===== config.mk =====
export PLATFORM = sky130hd
export DESIGN_NAME = reg4_piso_flat
export DESIGN_NICKNAME = d
export VERILOG_FILES = /design/src/rtl/reg4_piso_if.sv /design/src/rtl/reg4_piso.sv /design/src/flat_wrapper.sv
export SDC_FILE = /design/constraint.sdc
export NUM_CORES = 1
export LEC_CHECK = 0
export CAP_MARGIN = 0
export CORE_MARGIN = 4
export CORE_UTILIZATION = 42
export DETAILED_ROUTE_END_ITERATION = 8
export PLACE_DENSITY_LB_ADDON = 0.05
export SLEW_MARGIN = 10
export SYNTH_ARGS = -nofsm -noshare
export SYNTH_HDL_FRONTEND = slang
export SYNTH_SLANG_ARGS = --single-unit

===== constraint.sdc =====
create_clock -name CLK -period 1.44 [get_ports CLK]
set_clock_uncertainty 0.1 [all_clocks]
set_input_delay 0.288 -clock CLK [delete_from_list [all_inputs] [get_ports CLK]]
set_output_delay 0.288 -clock CLK [all_outputs]
set_load 0.01 [all_outputs]

===== src/rtl/reg4_piso_if.sv =====
// Parallel-load / serial-out handshake bundle for reg4_piso.
// The master drives the word, load request and downstream ready; the slave returns the serial stream and status.
interface reg4_piso_if;
  logic [3:0] Din;
  logic       LD;
  logic       SRDY;
  logic       SO;
  logic       SV;
  logic       BUSY;
  logic       DONE;

  modport master (
    output Din,
    output LD,
    output SRDY,
    input  SO,
    input  SV,
    input  BUSY,
    input  DONE
  );

  modport slave (
    input  Din,
    input  LD,
    input  SRDY,
    output SO,
    output SV,
    output BUSY,
    output DONE
  );
endinterface


===== src/rtl/reg4_piso.sv =====
// 4-bit parallel-in serial-out transmitter with a valid/ready handshake and a one-cycle DONE pulse.
// Define REG4_PISO_PARITY_EN to append an even-parity bit, which makes each frame 5 bits long.
module reg4_piso #(
  parameter bit MSB_FIRST = 1'b1
) (
  input  logic       CLK,
  input  logic       RST,
  reg4_piso_if.slave bus
);

  localparam int unsigned DATA_W = 4;
  localparam int unsigned CNT_W  = 2;
  localparam logic [CNT_W-1:0] LAST_CNT = CNT_W'(DATA_W - 1);

  typedef enum logic [1:0] {
    ST_IDLE  = 2'd0,
    ST_SHIFT = 2'd1,
    ST_PAR   = 2'd2,
    ST_DONE  = 2'd3
  } state_e;

  state_e              state_q, state_d;
  logic [DATA_W-1:0]   shreg_q, shreg_d;
  logic [CNT_W-1:0]    cnt_q,   cnt_d;
  logic                so_q,    so_d;
  logic                sv_q,    sv_d;
  logic                busy_q,  busy_d;
  logic                done_q,  done_d;
`ifdef REG4_PISO_PARITY_EN
  logic                par_q,   par_d;
`endif

  // Bit presented on SO while shifting: the end of the register nearest the wire.
  function automatic logic head_bit(input logic [DATA_W-1:0] v);
    return MSB_FIRST ? v[DATA_W-1] : v[0];
  endfunction

  function automatic logic [DATA_W-1:0] shift_once(input logic [DATA_W-1:0] v);
    return MSB_FIRST ? {v[DATA_W-2:0], 1'b0} : {1'b0, v[DATA_W-1:1]};
  endfunction

  // Next-state: load in IDLE, advance only on a transfer (valid and ready both high).
  always_comb begin
    state_d = state_q;
    shreg_d = shreg_q;
    cnt_d   = cnt_q;
`ifdef REG4_PISO_PARITY_EN
    par_d   = par_q;
`endif
    unique case (state_q)
      ST_IDLE: begin
        if (bus.LD) begin
          shreg_d = bus.Din;
          cnt_d   = '0;
`ifdef REG4_PISO_PARITY_EN
          par_d   = ^bus.Din;
`endif
          state_d = ST_SHIFT;
        end
      end
      ST_SHIFT: begin
        if (bus.SRDY) begin
          shreg_d = shift_once(shreg_q);
          if (cnt_q == LAST_CNT) begin
`ifdef REG4_PISO_PARITY_EN
            state_d = ST_PAR;
`else
            state_d = ST_DONE;
`endif
          end else begin
            cnt_d = cnt_q + CNT_W'(1);
          end
        end
      end
`ifdef REG4_PISO_PARITY_EN
      ST_PAR: begin
        if (bus.SRDY) begin
          state_d = ST_DONE;
        end
      end
`endif
      ST_DONE: begin
        state_d = ST_IDLE;
      end
      default: begin
        state_d = ST_IDLE;
      end
    endcase
  end

  // Outputs are decoded from the next state so they land in flops alongside it.
  always_comb begin
    so_d   = 1'b0;
    sv_d   = 1'b0;
    busy_d = (state_d != ST_IDLE);
    done_d = (state_d == ST_DONE);
    case (state_d)
      ST_SHIFT: begin
        sv_d = 1'b1;
        so_d = head_bit(shreg_d);
      end
`ifdef REG4_PISO_PARITY_EN
      ST_PAR: begin
        sv_d = 1'b1;
        so_d = par_d;
      end
`endif
      default: ;
    endcase
  end

  always_ff @(posedge CLK or negedge RST) begin
    if (!RST) begin
      state_q <= ST_IDLE;
      shreg_q <= '0;
      cnt_q   <= '0;
      so_q    <= 1'b0;
      sv_q    <= 1'b0;
      busy_q  <= 1'b0;
      done_q  <= 1'b0;
`ifdef REG4_PISO_PARITY_EN
      par_q   <= 1'b0;
`endif
    end else begin
      state_q <= state_d;
      shreg_q <= shreg_d;
      cnt_q   <= cnt_d;
      so_q    <= so_d;
      sv_q    <= sv_d;
      busy_q  <= busy_d;
      done_q  <= done_d;
`ifdef REG4_PISO_PARITY_EN
      par_q   <= par_d;
`endif
    end
  end

  assign bus.SO   = so_q;
  assign bus.SV   = sv_q;
  assign bus.BUSY = busy_q;
  assign bus.DONE = done_q;

endmodule

===== src/flat_wrapper.sv =====
// flat-port wrapper written by rule: the top's interface ports become plain ports
module reg4_piso_flat 
#(
  parameter bit MSB_FIRST = 1'b1
)
  (CLK, RST, bus_Din, bus_LD, bus_SRDY, bus_SO, bus_SV, bus_BUSY, bus_DONE);
  reg4_piso_if bus_i ();
  input  logic CLK;
  input  logic RST;
  input wire logic [$bits(bus_i.Din)-1:0] bus_Din;
  input wire logic [$bits(bus_i.LD)-1:0] bus_LD;
  input wire logic [$bits(bus_i.SRDY)-1:0] bus_SRDY;
  output wire logic [$bits(bus_i.SO)-1:0] bus_SO;
  output wire logic [$bits(bus_i.SV)-1:0] bus_SV;
  output wire logic [$bits(bus_i.BUSY)-1:0] bus_BUSY;
  output wire logic [$bits(bus_i.DONE)-1:0] bus_DONE;
  assign bus_i.Din = bus_Din;
  assign bus_i.LD = bus_LD;
  assign bus_i.SRDY = bus_SRDY;
  assign bus_SO = bus_i.SO;
  assign bus_SV = bus_i.SV;
  assign bus_BUSY = bus_i.BUSY;
  assign bus_DONE = bus_i.DONE;
  reg4_piso #(.MSB_FIRST(MSB_FIRST)) u_core (.CLK(CLK), .RST(RST), .bus(bus_i));
endmodule

==> parameters.txt, run 1 <==
Parameter                              Value

Layout
  Fill cell instance count of the final layout ... 104
  Final net count ... 84
  Final design instance area without fill ... 837.1 µm²
  Share of post-route cells with drive strength above 1 ... 0.4054
  Antenna diode count ... 0
  Util after Layout ... 0.6433
  Area added between synthesis and finish ... 43.25%

Yosys
  Top cells by area in the synthesized netlist ... sky130_fd_sc_hd__dfrtp_1, sky130_fd_sc_hd__mux2_4, sky130_fd_sc_hd__nand2b_4
  Synth area leader ... sky130_fd_sc_hd__dfrtp_1
  Top flip-flop cell by instance count after synthesis ... sky130_fd_sc_hd__dfrtp_1
  Post-synth top cells ... sky130_fd_sc_hd__dfrtp_1, sky130_fd_sc_hd__o21ai_0, sky130_fd_sc_hd__inv_1
  Post-synthesis instance total ... 48
  Synth Area per Inst ... 12.17 µm²
  Yosys reg bits ... 12
  Post-synthesis net count ... 57
  Fraction of registers with async set or reset after synthesis ... 1.000
  Top-area cell type share of the netlist area ... 0.5139
  Post-synth EDFFs ... 0
  Ys Warns ... 0
  Combined area of all synthesized cells ... between 500 and 600 µm²
  Most common cell in the synthesized netlist ... sky130_fd_sc_hd__dfrtp_1
  Part of the Yosys area used for sequential elements ... 0.5139
  Synth cell types ... 24

Clock tree
  Root buffer cell ... sky130_fd_sc_hd__clkbuf_4
  Worst skew pair latency ... about 0.29 ns
  TritonCTS buffer count ... 3
  Max clock buf depth ... 2
  Clock slew seen by the registers of the worst setup and hold paths ... 0.08 ns
  Hold bufs inserted after CTS ... 0
  CTS HTree Levels ... 1
  TritonCTS clock tree ... done
  Number of clock sinks ... 12

Status
  Run status ... finished clean

Floorplan
  Starting density of the core ... 0.4490
  Site row count ... 13
  Number of top-level design ports ... 12
  Die footprint ... 0.002052 mm²
  Die X-Extent ... 45.30 µm
  Die Ht ... 45.30 µm
  CORE AREA ... about 0.0013 mm²

STA
  Max-slew violations ... 0
  Final setup vio count ... 0
  Total negative slack for setup checks ... 0 ns
  Post-route setup slack ... 0.03161 ns
  Period minus WS final ... around 1.4 ns
  Fraction of the cycle the final worst path needs ... 0.9780
  Upper clock frequency limit ... 710.0 MHz
  Slew headroom ... 0.8485
  Setup repair after global routing missed its margin ... yes
  Tightest Pin Transition ... 0.2262 ns
  Final-report hold violation count ... 0

Placement
  HPWL after detailed placement ... between 1000 and 1500 µm
  Post-DP Area ... 783.3 µm²
  Port bufs ... 11
  Routability congestion estimate ... a little over 0.9
  Placement-stage worst setup slack ... -0.2784 ns

Critical path
  Internal reg-to-reg setup slack ... 0.03 ns
  Endpoint of the lowest-slack register-to-register path ... u_core.cnt_q[0]$_DFFE_PN0P_
  Cell with the largest stage delay on the worst path ... sky130_fd_sc_hd__dfrtp_1
  Crit path required time ... between 1.5 and 2 ns
  CP Capture Type ... flop
  Worst r2r path cells ... 4
  Buffer and inverter count on the worst path ... 0
  Arrival time of data at the critical path endpoint ... 1.48 ns
  Worst-path maximum fanout ... 2
  Critical setup path kind ... flop to flop
  FF-to-FF Start ... u_core.cnt_q[1]$_DFFE_PN0P_
  Startpoint types ... flop
  Launch point of the worst path ... u_core.cnt_q[1]$_DFFE_PN0P_
  Gate family responsible for the most delay along the worst path ... flip-flops
  Critical Path, Cell by Cell ... ha_2 > nor2b_2 > mux2_4 > a22o_1
  Worst stage delay on the critical path ... 0.39 ns

Global routing
  Overall fraction of global-route tracks in use ... 0.1629
  Antenna violations before repair ... 0
  First-pass GRT wire length ... approximately 2200 µm
  Via count of the first global-routing pass ... ~520
  Remaining global-route overflow ... 0
  Largest net degree at the start of global routing ... 13

Power and ir drop
  Switching share of power ... 0.3269
  Part of the power in registers ... 0.357
  Combinational cell fraction of total power ... 0.467
  Clock group share of total power ... 0.176
  Power density cells ... 1891 mW/mm²
  Final Power ... 1.583 mW
  Peak supply drop ... 1151 µV
  Cell-internal power ... 1.065 mW
  Switching power ... 0.5174 mW
  Lkg Pwr ... ~0.4 nW

Drt
  Iteration-0 DRC Markers ... 10
  DRT Wirelength ... 1390 µm
  Total DRC errors in the routed layout ... 0
  Remaining number of nets flagged by the antenna check after routing ... 0
  Routed len/inst ... 15.62 µm
  Total vias in the final route ... between 400 and 500
  Average via count per standard cell ... between 5 and 6
  Router iterations before antenna repair ... 4

Min path
  Type of the most critical hold path ... primary input to async pin

Flow run
  Max Cap Viol ... 0
## sequential cells by signal, indices dropped and copies added, names as in the netlist
| signal | flops |
|---|---|
| u_core.shreg_q | 4 |
| u_core.cnt_q | 2 |
| u_core.state_q | 2 |
| u_core.bus.BUSY | 1 |
| u_core.bus.DONE | 1 |
| u_core.bus.SO | 1 |
| u_core.bus.SV | 1 |
## final cells by class
cell class                      instances  area (µm²)  area share
Inverter                                3       11.26     0.01345
Tap cell                               15       18.77     0.02242
Timing Repair Buffer                   24       202.7      0.2422
Sequential cell                        12       301.5      0.3602
Multi-Input combinational cell         31       266.5      0.3184
Clock buffer                            4       36.28     0.04335
## kinds of logic after synthesis
family                     Yosys count  synth area share
adders and majority gates            1           0.02141
buffers and inverters                5           0.05781
and+or+nand+nor                     12            0.1606
AOI/OAI and AO/OA                   14            0.1585
muxes                                4           0.08780
DFF                                 12            0.5139
## metal layers
layer,share of wire,global-route usage,vias up
met1,0.37,0.1633,236
met5,0,0,-
met4,0.029,0.1228,0
met2,0.53,0.2768,23
met3,0.070,0.05179,7
li1,-,-,222
## through the flow
| step | cells | hold WS [ns] |
|---|---|---|
| after floorplan | 48 | -0.1076 |
| after global placement | 84 | 0.3939 |
| after detailed placement | 84 | 0.4170 |
| after CTS | 89 | 0.1891 |
| after global routing | 89 | 0.1947 |
| final | 89 | 0.1861 |
## power by group through the flow
| stage | clock network, mW | registers [mW] | logic, mW |
|---|---|---|---|
| after floorplan | 0 | 0.550 | 0.427 |
| after detailed placement | 0 | 0.571 | 0.707 |
| after global routing | 0.301 | 0.577 | 0.800 |
| after CTS | 0.283 | 0.562 | 0.726 |
| final | 0.279 | 0.564 | 0.739 |
| after global placement | 0 | 0.560 | 0.662 |
## worst max-delay path by stage
stage                                     to  slack, ns  cells past startpoint
4_1_cts        u_core.shreg_q[2]$_DFFE_PN0P_      0.008                      4
3_3_place_gp   u_core.shreg_q[2]$_DFFE_PN0P_      -0.24                      4
3_5_place_dp     u_core.cnt_q[0]$_DFFE_PN0P_      -0.28                      4
6_report         u_core.cnt_q[0]$_DFFE_PN0P_       0.03                      4
2_1_floorplan    u_core.cnt_q[0]$_DFFE_PN0P_       0.02                      4
5_1_grt          u_core.cnt_q[0]$_DFFE_PN0P_     -0.009                      4
## what timing repair did
action	in CTS	in global routing
setup buffers	1	0
pin swaps	0	1
endpoints found under the setup margin	6	4
gates resized for setup	7	2
## layout by cell type, fill, tap and decap left out
master                            instances
sky130_fd_sc_hd__clkbuf_8                 1
sky130_fd_sc_hd__a21oi_1                  1
sky130_fd_sc_hd__and3b_1                  1
sky130_fd_sc_hd__dfrtp_2                  1
sky130_fd_sc_hd__o22a_2                   2
sky130_fd_sc_hd__a22o_1                   1
sky130_fd_sc_hd__nor2b_1                  1
sky130_fd_sc_hd__nor3b_1                  2
sky130_fd_sc_hd__dfrtp_1                 11
sky130_fd_sc_hd__inv_1                    3
sky130_fd_sc_hd__a31oi_1                  2
sky130_fd_sc_hd__mux2_4                   3
sky130_fd_sc_hd__nor2_1                   1
sky130_fd_sc_hd__clkbuf_4                 3
sky130_fd_sc_hd__o21bai_2                 1
sky130_fd_sc_hd__nand2_1                  1
sky130_fd_sc_hd__and3b_2                  1
sky130_fd_sc_hd__a21oi_2                  1
sky130_fd_sc_hd__clkdlybuf4s50_1          7
sky130_fd_sc_hd__ha_2                     1
sky130_fd_sc_hd__nor2b_2                  1
sky130_fd_sc_hd__dlygate4sd2_1            4
sky130_fd_sc_hd__nand2b_4                 2
sky130_fd_sc_hd__buf_4                   13
sky130_fd_sc_hd__o21ai_0                  4
sky130_fd_sc_hd__mux2i_1                  1
sky130_fd_sc_hd__nand3_1                  1
sky130_fd_sc_hd__a21boi_1                 1
sky130_fd_sc_hd__and2b_1                  1
sky130_fd_sc_hd__o22ai_1                  1
Power figures use the tool's default switching activity.
==> run 2: changes to the inputs <==
--- a/config.mk
+++ b/config.mk
@@ -5,11 +5,11 @@
 export SDC_FILE = /design/constraint.sdc
 export NUM_CORES = 1
 export LEC_CHECK = 0
-export CAP_MARGIN = 0
 export CORE_MARGIN = 4
 export CORE_UTILIZATION = 42
 export DETAILED_ROUTE_END_ITERATION = 8
 export PLACE_DENSITY_LB_ADDON = 0.05
+export SETUP_SLACK_MARGIN = 0.15
 export SLEW_MARGIN = 10
 export SYNTH_ARGS = -nofsm -noshare
 export SYNTH_HDL_FRONTEND = slang
==> parameters.txt, run 2 (synthesized netlist as in run 1, its figures left out) <==
Parameter                              Value

Critical path
  Endpoint of the lowest-slack register-to-register path ... u_core.cnt_q[0]$_DFFE_PN0P_
  Startpoint types ... flop
  CP Capture Type ... flop
  Arrival time of data at the critical path endpoint ... 1.47 ns
  FF-to-FF Start ... u_core.cnt_q[1]$_DFFE_PN0P_
  Number of stages on the worst setup path ... 4
  Internal reg-to-reg setup slack ... 0.02 ns
  Critical path destination ... u_core.cnt_q[0]$_DFFE_PN0P_
  Crit path required time ... 1.49 ns
  Cell with the largest stage delay on the worst path ... sky130_fd_sc_hd__dfrtp_1
  Buffer and inverter count on the worst path ... 0
  Critical Path, Cell by Cell ... ha_2 > nor2b_2 > mux2_4 > a22o_1
  Worst-path maximum fanout ... 3
  Gate family responsible for the most delay along the worst path ... flip-flops
  Launch point of the worst path ... u_core.cnt_q[1]$_DFFE_PN0P_
  Critical setup path kind ... flop to flop
  Worst r2r path cells ... 4
  Worst stage delay on the critical path ... slightly above 0.4 ns

Clock tree
  Number of clock sinks ... 12
  TritonCTS clock tree ... done
  Worst skew pair latency ... between 0.2 and 0.3 ns
  TritonCTS buffer count ... 3
  Clock slew seen by the registers of the worst setup and hold paths ... approximately 0.08 ns
  CTS HTree Levels ... 1
  Root buffer cell ... sky130_fd_sc_hd__clkbuf_4
  Max clock buf depth ... 2

Floorplan
  Die Ht ... 45.30 µm
  Die footprint ... 0.002052 mm²
  Number of top-level design ports ... 12
  Site row count ... 13
  Starting density of the core ... 0.4490
  Die X-Extent ... 45.30 µm
  CORE AREA ... 0.001301 mm²

STA
  Upper clock frequency limit ... 704.6 MHz
  Worst Hold Margin ... 0.2213 ns
  Period minus WS final ... approximately 1.4 ns
  Fraction of the cycle the final worst path needs ... 0.9856
  Final-report hold violation count ... 0
  Total negative slack for setup checks ... 0 ns
  Final setup vio count ... 0
  Setup repair after global routing missed its margin ... yes
  Slew headroom ... 0.8111
  Tightest Pin Transition ... roughly 0.28 ns
  Max-slew violations ... 0

Drt
  Top layer in use ... met3
  Detailed route wirelength on metal3 ... between 40 and 50 µm
  Routed len/inst ... between 15 and 20 µm
  Average via count per standard cell ... ~5.2
  Router iterations before antenna repair ... 3
  Remaining number of nets flagged by the antenna check after routing ... 0
  Amount of wire on met2 after detailed routing ... about 830 µm
  Total DRC errors in the routed layout ... 0
  Routed metal-1 wire length ... 646 µm
  DRT Wirelength ... 1522 µm
  Iteration-0 DRC Markers ... 4
  Total vias in the final route ... 500

Power and ir drop
  Lkg Pwr ... 0.4415 nW
  Power density cells ... ~1900 mW/mm²
  Peak supply drop ... 1096 µV

Layout
  Leading cell types in the layout, fill and taps excluded ... sky130_fd_sc_hd__buf_4, sky130_fd_sc_hd__dfrtp_1, sky130_fd_sc_hd__clkdlybuf4s50_1
  Max FFs per register ... 4
  Final cell count without fillers ... 96
  Fill cell instance count of the final layout ... 90
  Final net count ... 91
  Largest reg by FF count ... u_core.shreg_q
  Largest regs ... u_core.shreg_q: 4 flops, u_core.cnt_q: 2 flops, u_core.state_q: 2 flops
  Antenna diode count ... 0
  Area added between synthesis and finish ... 60.39%
  Most common cell after layout, fill and taps aside ... sky130_fd_sc_hd__buf_4
  Share of post-route cells with drive strength above 1 ... 0.5432
  Final design instance area without fill ... 937.1 µm²

Placement
  Post-DP Area ... 794.5 µm²
  Cell count after placement ... 85
  HPWL after detailed placement ... 967.7 µm
  Port bufs ... 11
  Routability congestion estimate ... 0.9118

Min path
  Type of the most critical hold path ... primary input to async pin

Global routing
  Via count of the first global-routing pass ... 490
  Largest net degree at the start of global routing ... 13
  Remaining global-route overflow ... 0
  Overall fraction of global-route tracks in use ... 0.1608
  First-pass GRT wire length ... 2332 µm
  Antenna violations before repair ... 0

Status
  Run status ... finished clean

Flow run
  Max Cap Viol ... 0
==> run 2: cell types whose count changed in the layout (fill, tap and decap cells not counted), moves of 2 or more <==
cell                              before  now
sky130_fd_sc_hd__clkbuf_2              0    2
sky130_fd_sc_hd__buf_4                13   18
sky130_fd_sc_hd__o21ai_0               4    2
sky130_fd_sc_hd__clkdlybuf4s15_1       0    2
sky130_fd_sc_hd__o21ai_1               0    2
sky130_fd_sc_hd__dlygate4sd2_1         4    1
sky130_fd_sc_hd__buf_6                 0    2
==> run 2: timing repair <==
| action | 4_1_cts | 5_1_grt |
|---|---|---|
| pin swaps | 1 | 3 |
| resized for setup | 18 | 9 |
| cloned | 0 | 0 |
| setup buffers | 5 | 2 |
| hold buffers | 0 | 0 |
| setup endpoints to repair | 12 | 11 |
==> run 2: through the flow <==
step	total power [mW]	worst slack (ns)	util
4_1_cts	1.693	0.03212	0.6971
2_1_floorplan	0.9837	0.03427	-
5_1_grt	1.901	-0.02277	0.7202
6_report	1.784	0.02068	0.7202
3_5_place_dp	1.284	-0.2448	0.6106
3_3_place_gp	1.236	-0.2209	0.6106
==> run 2: layer usage <==
layer,global-route usage,vias up
met5,0,-
met2,0.2910,8
met4,0.03509,0
li1,-,239
met3,0.02390,0
met1,0.1990,253
==> run 2: cell type report <==
class	count	area (µm²)	area share
Tap cell	15	18.77	0.02003
Multi-Input combinational cell	31	312.8	0.3338
Timing Repair Buffer	31	256.5	0.2737
Sequential cell	12	301.5	0.3218
Clock buffer	4	36.28	0.03872
Inverter	3	11.26	0.01202
==> run 2: worst min-delay path by stage <==
stage | start | endpoint
2_1_floorplan | RST | u_core.bus.BUSY$_DFF_PN0_
3_3_place_gp | u_core.state_q[1]$_DFF_PN0_ | u_core.state_q[1]$_DFF_PN0_
3_5_place_dp | u_core.state_q[1]$_DFF_PN0_ | u_core.state_q[1]$_DFF_PN0_
4_1_cts | RST | u_core.shreg_q[2]$_DFFE_PN0P_
5_1_grt | RST | u_core.shreg_q[3]$_DFF_PN0_
6_report | RST | u_core.shreg_q[2]$_DFFE_PN0P_
==> run 2: report_power, final <==
part | internal, mW | total (mW) | switching (mW)
combinational | 0.579 | 0.938 | 0.359
clock | 0.153 | 0.263 | 0.110
sequential | 0.471 | 0.583 | 0.112
total | 1.20 | 1.78 | 0.581
==> run 3: changes to the inputs <==
--- a/config.mk
+++ b/config.mk
@@ -9,6 +9,7 @@
 export CORE_UTILIZATION = 42
 export DETAILED_ROUTE_END_ITERATION = 8
 export PLACE_DENSITY_LB_ADDON = 0.05
+export REMOVE_ABC_BUFFERS = 1
 export SETUP_SLACK_MARGIN = 0.15
 export SLEW_MARGIN = 10
 export SYNTH_ARGS = -nofsm -noshare
==> parameters.txt, run 3 (synthesized netlist as in run 1, its figures left out) <==
Parameter                              Value

Power and ir drop
  Final Power ... 1.650 mW
  Lkg Pwr ... 0.4166 nW
  Peak supply drop ... 1210 µV
  Power density cells ... approximately 1900 mW/mm²

Global routing
  Overall fraction of global-route tracks in use ... 0.1478
  Via count of the first global-routing pass ... 494
  Antenna violations before repair ... 0
  First-pass GRT wire length ... about 2100 µm
  Remaining global-route overflow ... 0
  Largest net degree at the start of global routing ... 13

Clock tree
  TritonCTS clock tree ... done
  Hold bufs inserted after CTS ... 0
  Worst skew pair latency ... 0.26 ns
  Number of clock sinks ... 12
  TritonCTS buffer count ... 3
  Clock slew seen by the registers of the worst setup and hold paths ... roughly 0.07 ns
  Max clock buf depth ... 2
  CTS HTree Levels ... 1
  Root buffer cell ... sky130_fd_sc_hd__clkbuf_4

Drt
  Total DRC errors in the routed layout ... 0
  Router iterations before antenna repair ... 4
  Average via count per standard cell ... 5.217
  Iteration-0 DRC Markers ... 2
  Remaining number of nets flagged by the antenna check after routing ... 0
  Total vias in the final route ... 480
  DRT Wirelength ... about 1300 µm
  Routed len/inst ... 14.59 µm

Critical path
  Worst-path maximum fanout ... 2
  Launch point of the worst path ... u_core.cnt_q[0]$_DFFE_PN0P_
  FF-to-FF Start ... u_core.cnt_q[0]$_DFFE_PN0P_
  Arrival time of data at the critical path endpoint ... 1.43 ns
  Endpoint of the lowest-slack register-to-register path ... u_core.cnt_q[0]$_DFFE_PN0P_
  Crit path required time ... 1.49 ns
  Startpoint types ... flop
  Internal reg-to-reg setup slack ... ~0.064 ns
  CP Capture Type ... flop
  Critical setup path kind ... flop to flop
  Worst r2r path cells ... 4

Status
  Run status ... finished clean

Floorplan
  Starting density of the core ... 0.4490
  Die X-Extent ... 45.30 µm
  Die Ht ... 45.30 µm
  CORE AREA ... approximately 0.0013 mm²
  Site row count ... 13
  Number of top-level design ports ... 12
  Die footprint ... 0.002052 mm²

Layout
  Most common cell after layout, fill and taps aside ... sky130_fd_sc_hd__buf_4
  Leading cell types in the layout, fill and taps excluded ... sky130_fd_sc_hd__buf_4, sky130_fd_sc_hd__dfrtp_1, sky130_fd_sc_hd__clkdlybuf4s50_1
  Largest reg by FF count ... u_core.shreg_q
  Antenna diode count ... 0
  Total area of multi-input combinational cells ... 297.8 µm²
  Final design instance area without fill ... 883.3 µm²
  Area added between synthesis and finish ... 51.18%
  Fill cell instance count of the final layout ... 107
  Largest regs ... u_core.shreg_q: 4 flops, u_core.cnt_q: 2 flops, u_core.state_q: 2 flops
  Storage cell area ... 302.8 µm²
  Share of post-route cells with drive strength above 1 ... 0.4935
  Final net count ... 88
  Max FFs per register ... 4

Placement
  Placement-stage worst setup slack ... -0.2583 ns
  Routability congestion estimate ... 0.7961
  Post-DP Area ... 780.7 µm²
  Port bufs ... 11
  HPWL after detailed placement ... 973.2 µm

STA
  Worst Hold Margin ... approximately 0.23 ns
  Fraction of the cycle the final worst path needs ... 0.9558
  Tightest Pin Transition ... 0.3359 ns
  Total negative slack for setup checks ... 0 ns
  Final-report hold violation count ... 0
  Slew headroom ... 0.7756
  Post-route setup slack ... 0.06370 ns
  Period minus WS final ... 1.376 ns
  Upper clock frequency limit ... 726.6 MHz
  Final setup vio count ... 0
  Setup repair after global routing missed its margin ... yes
  Max-slew violations ... 0

Flow run
  Max Cap Viol ... 0

Min path
  Type of the most critical hold path ... primary input to async pin
run 3: cell types whose count changed in the layout (fill, tap and decap cells not counted), sizes merged:
cell	previous run	this run
dlygate4sd2	1	2
clkdlybuf4s50	6	5
buf	20	17
clkdlybuf4s15	2	3
clkbuf	6	4
run 3: timing repair:
| action | 4_1_cts | 5_1_grt |
|---|---|---|
| buffers inserted | 4 | 1 |
| endpoints found under the setup margin | 10 | 7 |
| pin swaps | 1 | 1 |
| gates cloned | 0 | 0 |
| gates resized for setup | 18 | 5 |
run 3: how the worst max path moves through the flow:
| stage | end | slack [ns] | cells past startpoint |
|---|---|---|---|
| 2_1_floorplan | u_core.cnt_q[0]$_DFFE_PN0P_ | -0.02 | 4 |
| 3_3_place_gp | u_core.cnt_q[0]$_DFFE_PN0P_ | -0.23 | 4 |
| 3_5_place_dp | u_core.cnt_q[0]$_DFFE_PN0P_ | -0.26 | 4 |
| 4_1_cts | u_core.cnt_q[0]$_DFFE_PN0P_ | 0.05 | 4 |
| 5_1_grt | u_core.cnt_q[0]$_DFFE_PN0P_ | 0.03 | 4 |
| 6_report | u_core.cnt_q[0]$_DFFE_PN0P_ | 0.06 | 4 |
run 3: worst max-delay path, cell delays in order (launching register included):
cell and delay [ns]:
sky130_fd_sc_hd__dfrtp_1 0.41, sky130_fd_sc_hd__ha_4 0.18, sky130_fd_sc_hd__nor2b_4 0.10, sky130_fd_sc_hd__mux2_4 0.29
sky130_fd_sc_hd__a22o_1 0.18
run 3: report_power, final:
part	leakage (nW)	total (mW)	internal (mW)	switching [mW]
Clock	0.0138	0.197	0.0964	0.101
Sequential	0.142	0.585	0.473	0.112
Combinational	0.261	0.868	0.541	0.327
run 3: final cells by class:
type / count / area share
timing repair buffer: 28 / 0.2606
sequential: 12 / 0.3428
multi-input combinational: 31 / 0.3371
tap: 15 / 0.02125
inverter: 3 / 0.01275
clock buffer: 3 / 0.02550
run 3: layer usage:
metal / vias to the layer above / wire length (µm) / track usage
met5: - / 0 / 0
met4: 0 / 12 / 0.08772
met3: 2 / 60 / 0.02390
met2: 9 / 688 / 0.2571
met1: 241 / 581 / 0.1675
li1: 228 / - / -
run 3: stage by stage:
step,util,instances
after floorplan,-,46
after global placement,0.6000,84
after detailed placement,0.6000,84
after CTS,0.6606,91
after global routing,0.6788,92
final,0.6788,92
